File: config.mk
export PLATFORM = sky130hd
export DESIGN_NAME = pipeline_stall_ctrl
export DESIGN_NICKNAME = d
export VERILOG_FILES = /design/src/rtl/pipeline_stall_ctrl.sv
export SDC_FILE = /design/constraint.sdc
export NUM_CORES = 1
export LEC_CHECK = 0
export BUFFER_PORTS_ARGS = -buffer_cell sky130_fd_sc_hd__buf_4
export CAP_MARGIN = 20
export CORE_ASPECT_RATIO = 0.5
export CORE_MARGIN = 2
export CORE_UTILIZATION = 55
export DETAILED_ROUTE_END_ITERATION = 10
export GPL_ROUTABILITY_DRIVEN = 0
export GPL_TIMING_DRIVEN = 0
export PLACE_DENSITY = 0.84
export SETUP_SLACK_MARGIN = 0.4
export SYNTH_ARGS = -nofsm -noshare
export SYNTH_HDL_FRONTEND = slang
export SYNTH_SLANG_ARGS = --single-unit
File: constraint.sdc
create_clock -name clk -period 5 [get_ports clk]
set_clock_uncertainty 0.1 [all_clocks]
set_input_delay 0.25 -clock clk [delete_from_list [all_inputs] [get_ports clk]]
set_output_delay 0.25 -clock clk [all_outputs]
set_load 0.1 [all_outputs]
File: src/rtl/pipeline_stall_ctrl.sv
// Hazard and stall controller for a five-stage pipeline.
// Resolves taken branches, load-use hazards and multi-cycle mul/div ops in
// Execute. Stall/flush outputs are combinational so a hazard is handled in
// the same cycle it appears; only the FSM, its down-counter and the stall
// statistics counter are registered.
module pipeline_stall_ctrl #(
    parameter int unsigned MDU_LAT = 4
) (
    input  logic        clk,
    input  logic        rst,
    input  logic        ResultSrcE0,
    input  logic [4:0]  RdE,
    input  logic [4:0]  Rs1D,
    input  logic [4:0]  Rs2D,
    input  logic        PCSrcE,
    input  logic        MulDivE,
    output logic        StallF,
    output logic        StallD,
    output logic        StallE,
    output logic        FlushD,
    output logic        FlushE,
    output logic        FlushM,
    output logic        mdu_start,
    output logic        mdu_busy,
    output logic [15:0] stall_count
);

    typedef enum logic {
        RUN = 1'b0,
        MDU = 1'b1
    } state_t;

    // The start cycle in RUN and the release cycle in MDU each account for
    // one cycle of occupancy, so the counter covers the remaining MDU_LAT-2.
    localparam logic [7:0] CNT_INIT = 8'(MDU_LAT - 2);

    state_t     state;
    logic [7:0] cnt;
    logic       load_use;

    // A load whose destination feeds either Decode source; x0 never matters.
    assign load_use = ResultSrcE0 && (RdE != 5'd0) && ((RdE == Rs1D) || (RdE == Rs2D));

    // Combinational hazard decisions, all forced low while reset is held.
    always_comb begin
        StallF    = 1'b0;
        StallD    = 1'b0;
        StallE    = 1'b0;
        FlushD    = 1'b0;
        FlushE    = 1'b0;
        FlushM    = 1'b0;
        mdu_start = 1'b0;
        mdu_busy  = 1'b0;
        if (rst) begin
            case (state)
                RUN: begin
                    if (PCSrcE) begin
                        FlushD = 1'b1;
                        FlushE = 1'b1;
                    end else if (MulDivE) begin
                        mdu_start = 1'b1;
                        StallF    = 1'b1;
                        StallD    = 1'b1;
                        StallE    = 1'b1;
                        FlushM    = 1'b1;
                    end else if (load_use) begin
                        StallF = 1'b1;
                        StallD = 1'b1;
                        FlushE = 1'b1;
                    end
                end
                MDU: begin
                    mdu_busy = 1'b1;
                    if (cnt != 8'd0) begin
                        StallF = 1'b1;
                        StallD = 1'b1;
                        StallE = 1'b1;
                        FlushM = 1'b1;
                    end
                end
                default: ;
            endcase
        end
    end

    // FSM and occupancy counter: enter MDU on a start, leave when cnt hits 0.
    always_ff @(posedge clk or negedge rst) begin
        if (!rst) begin
            state <= RUN;
            cnt   <= 8'd0;
        end else begin
            case (state)
                RUN: begin
                    if (!PCSrcE && MulDivE) begin
                        state <= MDU;
                        cnt   <= CNT_INIT;
                    end
                end
                MDU: begin
                    if (cnt != 8'd0) begin
                        cnt <= cnt - 8'd1;
                    end else begin
                        state <= RUN;
                    end
                end
                default: begin
                    state <= RUN;
                    cnt   <= 8'd0;
                end
            endcase
        end
    end

    // Saturating count of cycles in which Fetch was held.
    always_ff @(posedge clk or negedge rst) begin
        if (!rst) begin
            stall_count <= 16'd0;
        end else if (StallF && (stall_count != 16'hFFFF)) begin
            stall_count <= stall_count + 16'd1;
        end
    end

endmodule

# Word-level counts from Yosys, hierarchy flattened
# Index checks and enable logic that the tools add are counted.
# W data, S select, Z words.
# op_classes
bitwise,1
n_eq_ne,5
mux,26
addsub,2
reduce_logical,9
# ops
cell,n
$mux W1,20
$add A16 B1 Y16 const B,1
$mux W8,2
$ne A16 B16 Y1 const B,1
$pmux W8 S2,1
$eq A5 B5 Y1,2
$reduce_bool A8 Y1,1
$sub A8 B1 Y8 const B,1
$pmux W1 S2,3
$reduce_bool A5 Y1,1
$logic_and A1 B1 Y1,4
$ne A2 B1 Y1 const B,1
$ne A2 B2 Y1 const B,1
$reduce_and A2 Y1,1
$logic_not A1 Y1,1
$logic_or A1 B1 Y1,1
$not A1 Y1,1
# totals
out_inout_bits,24
register_bits,25
elab_cells,46
input_bits,20

# Depth between registers and ports, before layout
# Gate-level depths: netlist of run 1.
# depth
ltp_word,9
ltp_mapped,9
mapped_depth_nobuf,8

# Least setup slack after synthesis of run 1
# No wires, ideal clock.
# synth_timing
path_type,input-to-output
startpoint,input RdE[3]
endpoint,output FlushE
path_buffers,0
path_slack_ns,2.098
path_stages,5
arrival_time_ns,2.552
required_ns,4.650
path_cell_list,xor2_1 -> nor3_1 -> a22oi_1 -> or3_1 -> a21oi_1
# synth_between
elab_chain_cells,8
word_cells_on_any_way,11
cone_classes,eq/ne: 2; mux: 5; reduce/logical: 4
# synth_rtl
element,line,text
from (decl),12,"input logic [4:0] RdE,"
$eq A5 B5 Y1 / $reduce_bool A5 Y1 (equally long branches),42,assign load_use = ResultSrcE0 && (RdE != 5'd0) && ((RdE == Rs1D) || (RdE == Rs2D));
$logic_or A1 B1 Y1 / $logic_and A1 B1 Y1 (equally long branches),42,
$logic_and A1 B1 Y1 *,42,
$mux W1 *,66,end else if (load_use) begin
$mux W1 *,60,end else if (MulDivE) begin
$mux W1 *,57,if (PCSrcE) begin
$mux W1 *,55,case (state)
$mux W1 *,54,if (rst) begin
to (decl),21,"output logic FlushE,"
# Every way passes the cells marked *; elsewhere a longest branch is shown, timed or not.

# Worst setup path in the final report of run 1
# layout_timing
startpoint,register cnt[4]
endpoint,output StallF
# layout_between
elab_chain_cells,4
# layout_rtl
element,line,text
from (decl),38,logic [7:0] cnt;
from (signal assigned),101,cnt <= cnt - 8'd1;
$reduce_bool A8 Y1,74,if (cnt != 8'd0) begin
$mux W1,74,
$pmux W1 S2,55,
$mux W1,54,
to (decl),17,"output logic StallF,"
# Every way passes these cells.

==> results.json, run 1 <==
{
  "grt_use_total_pct": 20.82,
  "worst_ep_arrival_time_ps": 2610,
  "required_ps": 4650,
  "cts.sinks": 25,
  "cts_tree": "done",
  "routedWlPerCell_um": 13.46,
  "synth_compound_area_share_pct": 6.628,
  "detailedPlace.worstSlack_ps": 2353,
  "cts-root-buf": "clkbuf_8",
  "irDropWorstVdd_v": 0.0005682,
  "synth-seq-area-share_pct": 41.95,
  "antenna_found_initial": 0,
  "synth_top_family_by_area": "simple AND/OR/NAND/NOR gates",
  "io_pins": 44,
  "syn_inst": 145,
  "critical_path_class": "reg -> out",
  "reg2regPathDepth": 8,
  "synth_warnings": 0,
  "clock_path_buffers": 2,
  "synth_fa_ha_area_share_pct": 2.517,
  "place_hpwl_mm": 2.312,
  "crit_path_cell_trace": "or4_4 > o41ai_4 > o21ai_2 > o21bai_4 > buf_6 > and2_1 > buf_4 > buf_4",
  "crit_fanout": 10,
  "num_rows": 13,
  "rsz0062_at_grt": "no",
  "wl_mm": 3.095,
  "max-cap-violations": 0,
  "synth_area_leader_cell": "dfrtp_1",
  "fmax_mhz": 337.5,
  "synthToLayoutAreaGrowth_pct": 28.52,
  "die_width_um": 77.65,
  "status": "completed",
  "r2r_start": "stall_count[0]",
  "drive_gt1_share_pct": 33.68,
  "cts-buffers-inserted": 3,
  "diodes": 0,
  "power_density_nw_per_um2": 560.3,
  "p_leak_uw": 0.0008876,
  "finish.net_count": 217,
  "grt-ovfl-total": 0,
  "die_y_um": 40.82,
  "maxSlewHeadroom_pct": 72.67,
  "setup_viol": 0,
  "synth.top_cell.area_share_pct": 41.95,
  "num_vias": 1219,
  "cpMaxStageDelayCell": "or4_4",
  "final-hold-violation-count": 0,
  "grt_pass1_vias": 1105,
  "yosys-top-cells-area": "dfrtp_1, xnor2_1, xor2_1, nand3_2, nor2_1",
  "multi_input_area_um2": 814.5,
  "end_kind": "output pin",
  "firstDrtPassIters": 4,
  "cts_resized": 0,
  "synth.avg_cell_area_um2": 10.29,
  "drtAntennaViolNets": 0,
  "die_area_um2": 3169,
  "clkTransAtPathRegs_ps": 90,
  "fin_cells": 230,
  "clock_latency_ps": 270,
  "netlist_area_um2": 1491,
  "r2r_slack_ps": 2690,
  "worst_pin_slew_ps": 408.4,
  "period_needed_ps": 2963,
  "start_util_pct": 57.67,
  "grt_max_degree": 31,
  "p_total_uw": 1074,
  "timing.final.crit_share_pct": 59.27,
  "dp_cells": 225,
  "yosys.area_share.simple_pct": 26.51,
  "drv_slew": 0,
  "seqCellArea_um2": 625.6,
  "worst_hold_path_type": "in -> async",
  "drc_errors": 0,
  "setup_ws_ps": 2037,
  "synth_cell_types": 35,
  "avgViaCountPerCell": 5.300,
  "synthXorXnorAreaFrac_pct": 18.20,
  "grt_pass1_wl_mm": 4.912,
  "timing.rr.end": "stall_count[7]",
  "synthMuxAreaShare_pct": 0.7550,
  "synthesis.nets": 168,
  "nFillCells": 192,
  "max_stage_delay_ps": 570,
  "htreeDepth": 1,
  "ys_ff_latch": 25,
  "dr.first_iter.drc_count": 37,
  "cp_common_cell": "buf_4",
  "cp-start-kind": "register",
  "portBuffers": 43,
  "fin_tns_setup_ps": 0,
  "core_area_um2": 2586
}
==> cells by family (layout without fill, tap and decap cells) <==
family                     count (synthesis)  after routing
AOI/OAI and AO/OA                         10             10
buffers and inverters                      9             57
muxes                                      1              1
DFF                                       25             25
adders and majority gates                  3              3
and+or+nand+nor                           66             66
xor gates and xnor gates                  31             31
==> area by class of cell <==
class	instances	share of cell area, %
well taps	37	2.415
flip-flops and latches	25	32.64
clock inverters	1	0.2611
repair buffers	44	17.36
inverters	4	0.7833
multi-input cells	111	42.49
clock buffers	3	2.154
plain buffers	5	1.893
==> placed cells by master, fill, tap and decap left out, types with 2 or more instances in the layout <==
cell type | Yosys | final
buf_4 | 2 | 45
dfrtp_1 | 25 | 25
nor2_1 | 20 | 20
xnor2_1 | 16 | 16
xor2_1 | 15 | 15
nand3_2 | 8 | 8
nand2_1 | 7 | 7
nand4_1 | 6 | 6
and3_1 | 5 | 5
inv_1 | 4 | 4
and2_1 | 3 | 3
nand3_1 | 3 | 3
and4_1 | 3 | 3
ha_1 | 3 | 3
clkbuf_8 | 0 | 3
nor3_1 | 2 | 2
o21ai_0 | 2 | 2
or3_1 | 2 | 2
buf_2 | 2 | 2
==> power by group <==
part | switching [uW] | internal [uW] | total (uW) | leakage (uW)
Combinational | 441 | 182 | 623 | 0.000539
Sequential | 72.4 | 260 | 332 | 0.000324
Clock | 63.4 | 55.8 | 119 | 0.0000255
==> critical path: cells and delay by family, from the launching register on <==
family / cells / cell delay [ps]
flops: 1 / 430
compound gates: 3 / 620
buf+inv: 3 / 530
simple gates: 2 / 750
==> synth_stat cells, drive strengths merged <==
library cell,instances
nand2b,1
and4,3
nand4b,1
nand4,7
o21bai,1
mux2,1
nor3,2
o211ai,1
a31oi,1
a22oi,1
and3,5
o21a,1
xnor2,16
buf,5
a21oi,1
nand3,11
o21ai,3
inv,4
xor2,15
nor2,20
dfrtp,25
ha,3
or4,2
and3b,1
nand3b,1
and2,3
or3,2
o41ai,1
nand2,7
==> registers in the layout, summed over array words and instances (netlist names) <==
| name | count |
|---|---|
| cnt | 8 |
| stall_count | 16 |
| state | 1 |
==> per-layer routing <==
| metal | wire [um] | track usage (%) | vias up |
|---|---|---|---|
| li1 | - | - | 593 |
| met1 | 1378 | 24.39 | 595 |
| met2 | 1560 | 40.09 | 26 |
| met3 | 130 | 5.286 | 5 |
| met4 | 25 | 6.250 | 0 |
| met5 | 0 | 0 | - |
==> worst max path at each step <==
stage / slack [ps] / cells after the start / endpoint / from
after floorplan: 2100 / 5 / FlushE / RdE[3]
after global placement: 2370 / 8 / StallF / cnt[4]
after detailed placement: 2350 / 8 / StallF / cnt[4]
after CTS: 2040 / 8 / StallF / cnt[4]
after global routing: 1950 / 8 / StallF / cnt[4]
final: 2040 / 8 / StallF / cnt[4]
==> per-stage QoR <==
step	utilization [%]	cell area [um2]	hold WS, ps
floorplan	-	1491	-145.6
global placement	71.94	1861	81.62
detailed placement	71.94	1861	87.79
CTS	74.12	1917	317.3
global route	74.12	1917	332.5
finish	74.12	1917	315.1
==> what timing repair did <==
item / CTS / global route
setup buffers: 0 / 0
hold buffers: 1 / 0
endpoints found under the hold margin: 25 / 0
endpoints found under the setup margin: 0 / 0
No activity file was read; power rests on OpenSTA's default activity.
==> run 2: changes to the inputs <==
--- a/config.mk
+++ b/config.mk
@@ -9,11 +9,11 @@
 export CAP_MARGIN = 20
 export CORE_ASPECT_RATIO = 0.5
 export CORE_MARGIN = 2
-export CORE_UTILIZATION = 55
+export CORE_UTILIZATION = 51
 export DETAILED_ROUTE_END_ITERATION = 10
 export GPL_ROUTABILITY_DRIVEN = 0
 export GPL_TIMING_DRIVEN = 0
-export PLACE_DENSITY = 0.84
+export PLACE_DENSITY = 0.79
 export SETUP_SLACK_MARGIN = 0.4
 export SYNTH_ARGS = -nofsm -noshare
 export SYNTH_HDL_FRONTEND = slang
==> constraint.sdc (replaced) <==
create_clock -name clk -period 2.8 [get_ports clk]
set_clock_uncertainty 0.1 [all_clocks]
set_input_delay 0.14 -clock clk [delete_from_list [all_inputs] [get_ports clk]]
set_output_delay 0.14 -clock clk [all_outputs]
set_load 0.1 [all_outputs]
==> run 2 against run 1 <==
Wire length rose by 0.74%. Register-to-register slack got worse by 2200 ps. Critical path type unchanged. Final cell count rose by 1.7%. Critical endpoint unchanged. Sequential share of layout area fell by 0.77 points.
==> results.json, run 2 (synthesized netlist as in run 1, its figures left out) <==
{
  "firstDrtPassIters": 5,
  "r2r_slack_ps": 480,
  "grt_max_degree": 31,
  "worst_pin_slew_ps": 401.4,
  "status": "completed",
  "period_needed_ps": 2585,
  "clock_path_buffers": 2,
  "worst_ep_arrival_time_ps": 2340,
  "htreeDepth": 1,
  "largest_register_ffs": 16,
  "end_kind": "output pin",
  "die_y_um": 42.24,
  "hold_start": "MulDivE",
  "timing.rr.end": "stall_count[1]",
  "fmax_mhz": 386.9,
  "rsz0062_at_grt": "yes",
  "crit_family": "simple AND/OR/NAND/NOR gates",
  "max_stage_delay_ps": 560,
  "fin_tns_setup_ps": 0,
  "antenna_found_initial": 0,
  "holdWs_ps": 218.1,
  "grt_pass1_wl_mm": 5.340,
  "seqCellArea_um2": 634.4,
  "required_ps": 2560,
  "routedWlPerCell_um": 13.32,
  "irDropWorstVdd_v": 0.001114,
  "holdPathEnd": "cnt[0]",
  "crit_path_cell_trace": "or4_4 > o41ai_4 > o21ai_2 > o21bai_4 > buf_6 > and2_4 > buf_6 > buf_12",
  "layout_common_cells": "buf_4, nor2_1, dfrtp_1",
  "drive_gt1_share_pct": 40.10,
  "cts-buffers-inserted": 3,
  "cpMaxStageDelayCell": "or4_4",
  "cp_common_cell": "buf_6",
  "die_area_um2": 3399,
  "synthToLayoutAreaGrowth_pct": 33.47,
  "max-cap-violations": 0,
  "crit_fanout": 3,
  "num_vias": 1213,
  "diodes": 0,
  "wl_mm": 3.118,
  "io_pins": 44,
  "clock_latency_ps": 270,
  "setup_viol": 0,
  "multi_input_area_um2": 824.5,
  "whs_path_depth": 4,
  "timing.final.crit_share_pct": 92.31,
  "power_density_nw_per_um2": 1007,
  "cp-start-kind": "register",
  "avgViaCountPerCell": 5.184,
  "start_util_pct": 55.57,
  "worst_hold_path_type": "in -> reg",
  "r2r_start": "cnt[5]",
  "maxSlewHeadroom_pct": 73.14,
  "path_depth": 8,
  "clkTransAtPathRegs_ps": 80,
  "place_hpwl_mm": 2.296,
  "cts.sinks": 25,
  "drc_errors": 0,
  "final-hold-violation-count": 0,
  "cts_tree": "done",
  "p_leak_uw": 0.0009061,
  "drv_slew": 0,
  "grt_use_total_pct": 20.07,
  "grt-ovfl-total": 0,
  "die_width_um": 80.48,
  "critical_path_class": "reg -> out",
  "dr.first_iter.drc_count": 45,
  "drtAntennaViolNets": 0,
  "nFillCells": 198,
  "regMostFlops": "stall_count",
  "final_common_cell": "buf_4",
  "reg2regPathDepth": 7,
  "reg_top3": "stall_count: 16 flops, cnt: 8 flops, state: 1 flops",
  "crit_buf_inv": 3,
  "num_rows": 13,
  "core_area_um2": 2684,
  "grt_pass1_vias": 1192,
  "finish.net_count": 221,
  "cts-root-buf": "clkbuf_8",
  "portBuffers": 43
}
-- run 2: per-layer routing --
metal  global-route usage [%]  share of wire, %
met4                    4.068              0.26
met3                    3.879               4.3
met2                    34.67                49
met5                        0                 0
met1                    26.51                46
-- run 2: timing repair --
| item | in CTS | in global routing |
|---|---|---|
| resized for setup | 7 | 3 |
| endpoints found under the hold margin | 25 | 0 |
| gates cloned | 0 | 0 |
| hold buffers | 1 | 0 |
| pin swaps | 2 | 1 |
| setup endpoints to repair | 4 | 11 |
| setup buffers | 4 | 0 |
-- run 2: worst min-delay path, delay by kind of cell --
kind                   cells  cell delay [ps]
and+or+nand+nor            1              130
AOI/OAI and AO/OA          2              170
buffers and inverters      1              110
-- run 2: worst max-delay path by stage --
stage / slack (ps) / endpoint / from
floorplan: 220 / StallF / cnt[4]
global placement: 280 / StallF / cnt[4]
detailed placement: 270 / StallF / cnt[4]
CTS: 70 / StallF / cnt[5]
global route: 150 / StallF / cnt[5]
finish: 220 / StallF / cnt[5]
-- run 2: through the flow --
step                power [uW]  utilization, %  area, um2  std cells  setup WS, ps
floorplan                 1478               -       1506        145         218.6
global placement          1690           69.88       1876        225         278.3
detailed placement        1717           69.88       1876        225         266.4
CTS                       2010           73.99       1986        234         68.80
global route              2114           74.17       1991        234         150.1
finish                    2004           74.17       1991        234         215.3
-- run 2: layout make-up --
type,instances,share of cell area [%]
plain buffers,5,2.137
clock buffers,4,2.263
inverters,4,0.7542
multi-input cells,111,41.42
flip-flops and latches,25,31.87
well taps,37,2.326
repair buffers,48,19.23
-- run 2: power breakdown --
| part | switching [uW] | internal (uW) | total (uW) | leakage [uW] |
|---|---|---|---|---|
| Sequential | 125 | 470 | 594 | 0.000314 |
| Combinational | 811 | 386 | 1200 | 0.000569 |
| Clock | 111 | 102 | 213 | 0.0000228 |
| Total | 1050 | 958 | 2000 | 0.000906 |
==> run 3: changes to the inputs <==
==> config.mk (replaced) <==
export PLATFORM = sky130hd
export DESIGN_NAME = pipeline_stall_ctrl
export DESIGN_NICKNAME = d
export VERILOG_FILES = /design/src/rtl/pipeline_stall_ctrl.sv
export SDC_FILE = /design/constraint.sdc
export NUM_CORES = 1
export LEC_CHECK = 0
export ABC_AREA = 1
export BUFFER_PORTS_ARGS = -buffer_cell sky130_fd_sc_hd__buf_4
export CAP_MARGIN = 20
export CORE_ASPECT_RATIO = 0.5
export CORE_MARGIN = 2
export CORE_UTILIZATION = 53
export CTS_CLUSTER_SIZE = 12
export DETAILED_ROUTE_END_ITERATION = 10
export GPL_ROUTABILITY_DRIVEN = 0
export GPL_TIMING_DRIVEN = 0
export PLACE_DENSITY = 0.8
export SETUP_SLACK_MARGIN = 0.02
export SYNTH_ARGS = -nofsm -noshare
export SYNTH_HDL_FRONTEND = slang
export SYNTH_SLANG_ARGS = --single-unit
==> run 3 against run 2 <==
Maximum frequency is 5.0% higher. Final cell count is 43% higher. Hold slack got worse by 160 ps. Synthesized area grew 18%. Setup slack gained 120 ps. Via count up 39%. Combinational power down 47%. Clock power is 5% higher. Flip-flop and latch count unchanged. Power down 30%. Wire length is 27% higher. Non-clock buffer count decreased by 4. Largest cell class unchanged. Highest routed layer unchanged.
==> results.json, run 3 <==
{
  "dr.first_iter.drc_count": 82,
  "die_width_um": 85.39,
  "clkTransAtPathRegs_ps": 90,
  "die_y_um": 44.70,
  "grt_pass1_vias": 1598,
  "r2r_slack_ps": 820,
  "irDropWorstVdd_v": 0.0006965,
  "setup_viol": 0,
  "period_needed_ps": 2461,
  "rsz0062_at_grt": "no",
  "holdWs_ps": 56.59,
  "synth_ff_type": "dfrtp_1",
  "drive_gt1_share_pct": 21.69,
  "synth_cell_types": 25,
  "nFillCells": 254,
  "synth_edf_count": 0,
  "fin_tns_setup_ps": 0,
  "dpl_cell_area_um2": 2133,
  "final-hold-violation-count": 0,
  "largest_register_ffs": 16,
  "num_rows": 14,
  "synthToLayoutAreaGrowth_pct": 24.88,
  "post-synth-top-count-cell": "nand2_1",
  "grt_use_total_pct": 22.71,
  "routedWlPerCell_um": 11.84,
  "portBuffers": 43,
  "grt_pass1_wl_mm": 6.824,
  "clock_path_buffers": 2,
  "start_util_pct": 56.94,
  "drtAntennaViolNets": 0,
  "cts_tree": "done",
  "htreeDepth": 1,
  "regMostFlops": "stall_count",
  "synthesis.nets": 270,
  "status": "completed",
  "cts.sinks": 25,
  "num_vias": 1682,
  "antenna_found_initial": 0,
  "crit_fanout": 28,
  "drc_errors": 0,
  "cp-startpoint": "rst",
  "required_ps": 2560,
  "wl_mm": 3.965,
  "yosys-top-cells-area": "dfrtp_1, nand2_1, nand3_1, inv_1, xor2_1",
  "io_pins": 44,
  "clock_latency_ps": 270,
  "reg_top3": "stall_count: 16 flops, cnt: 8 flops, state: 1 flops",
  "timing.rr.end": "stall_count[11]",
  "ys_ff_latch": 25,
  "diodes": 0,
  "critical_path_class": "in -> out",
  "layout_common_cells": "nand2_1, buf_4, inv_1",
  "die_area_um2": 3817,
  "avgViaCountPerCell": 5.021,
  "max-cap-violations": 0,
  "cts-root-buf": "clkbuf_8",
  "place_hpwl_mm": 3.075,
  "worst_hold_path_type": "in -> reg",
  "power_density_nw_per_um2": 638.0,
  "endpoint": "StallF",
  "synth-seq-area-share_pct": 35.64,
  "netlist_area_um2": 1755,
  "synth_area_leader_cell": "dfrtp_1",
  "detailedPlace.worstSlack_ps": 721.8,
  "async_reset_ff_share_pct": 100.0,
  "worst_ep_arrival_time_ps": 2220,
  "grt-ovfl-total": 0,
  "synth.top_cell.area_share_pct": 35.64,
  "synth_warnings": 0,
  "reg2regPathDepth": 9,
  "timing.final.crit_share_pct": 87.89,
  "cts_resized": 0,
  "p_total_uw": 1399,
  "synth.avg_cell_area_um2": 7.107,
  "core_area_um2": 3083,
  "finish.net_count": 319,
  "syn_inst": 247,
  "end_kind": "output pin",
  "cp-start-kind": "primary input",
  "grt_max_degree": 29,
  "post-route-cell-area_um2": 2192,
  "final_common_cell": "nand2_1",
  "cts-buffers-inserted": 3,
  "fmax_mhz": 406.3,
  "drv_slew": 0,
  "synthTopCellsByCount": "nand2_1, inv_1, nand3_1",
  "worst_pin_slew_ps": 366.7,
  "p_leak_uw": 0.001203,
  "maxSlewHeadroom_pct": 75.55,
  "r2r_start": "stall_count[0]",
  "setup_ws_ps": 339.0,
  "firstDrtPassIters": 4
}
## run 3: cell types whose count changed after synthesis, moves of 4 or more
cell,before,now
nand2_1,7,78
inv_1,4,34
nand3_1,3,28
xnor2_1,16,8
nand3_2,8,1
and3_1,5,0
nor2_1,20,25
nor3_1,2,6
## run 3: cells by family (layout without fill, tap and decap cells)
family	count (synthesis)	after routing	synth area share, %
AOI/OAI and AO/OA	8	8	2.994
xor gates and xnor gates	20	20	9.979
adders and majority gates	3	3	2.139
buffers and inverters	39	87	9.479
DFF	25	25	35.64
and+or+nand+nor	152	152	39.77
## run 3: area by class of cell
| type | instances | area [um2] | area share, % |
|---|---|---|---|
| multi-input cells | 183 | 968.4 | 44.18 |
| flip-flops and latches | 25 | 625.6 | 28.54 |
| plain buffers | 5 | 38.79 | 1.769 |
| clock inverters | 1 | 7.507 | 0.3425 |
| inverters | 34 | 127.6 | 5.822 |
| well taps | 40 | 50.05 | 2.283 |
| repair buffers | 44 | 332.8 | 15.18 |
| clock buffers | 3 | 41.29 | 1.884 |
## run 3: worst min-delay path by stage
stage / cells after the start / start / end / slack (ps)
final: 3 / PCSrcE / cnt[2] / 60
after global routing: 3 / PCSrcE / cnt[2] / 70
after CTS: 3 / PCSrcE / cnt[2] / 60
after detailed placement: 1 / rst / cnt[7] / -20
after global placement: 1 / rst / cnt[7] / -20
after floorplan: 0 / rst / cnt[0] / -260
## run 3: critical path, stage by stage
cell and delay [ps]:
dlygate4sd3_1 530, buf_4 340, nand2_1 200, nor2_1 120, nand3_1 130, nand2_4 140
buf_4 200, buf_4 120, buf_4 270
## run 3: layer usage
| layer | part of all wire, % | wire length [um] | track usage [%] | up-vias |
|---|---|---|---|---|
| li1 | - | - | - | 863 |
| met5 | 0 | 0 | 0 | - |
| met1 | 46 | 1824 | 28.95 | 774 |
| met3 | 4.3 | 169 | 3.839 | 6 |
| met2 | 48 | 1916 | 41.25 | 39 |
| met4 | 1.4 | 54 | 6.349 | 0 |
## run 3: repair_timing
action,in CTS,in global routing
setup buffers,0,0
hold endpoints to repair,25,0
hold buffers,1,0
## run 3: metrics by stage
| stage | utilization, % | cells |
|---|---|---|
| global route | 71.10 | 335 |
| finish | 71.10 | 335 |
| detailed placement | 69.20 | 330 |
| global placement | 69.20 | 330 |
| floorplan | - | 247 |
| CTS | 71.10 | 335 |
## run 3: power by group
group	leakage, uW	switching (uW)	internal [uW]	total (uW)
clock network	0.0000217	122	101	223
logic	0.000864	450	186	636
registers	0.000317	96.7	443	539
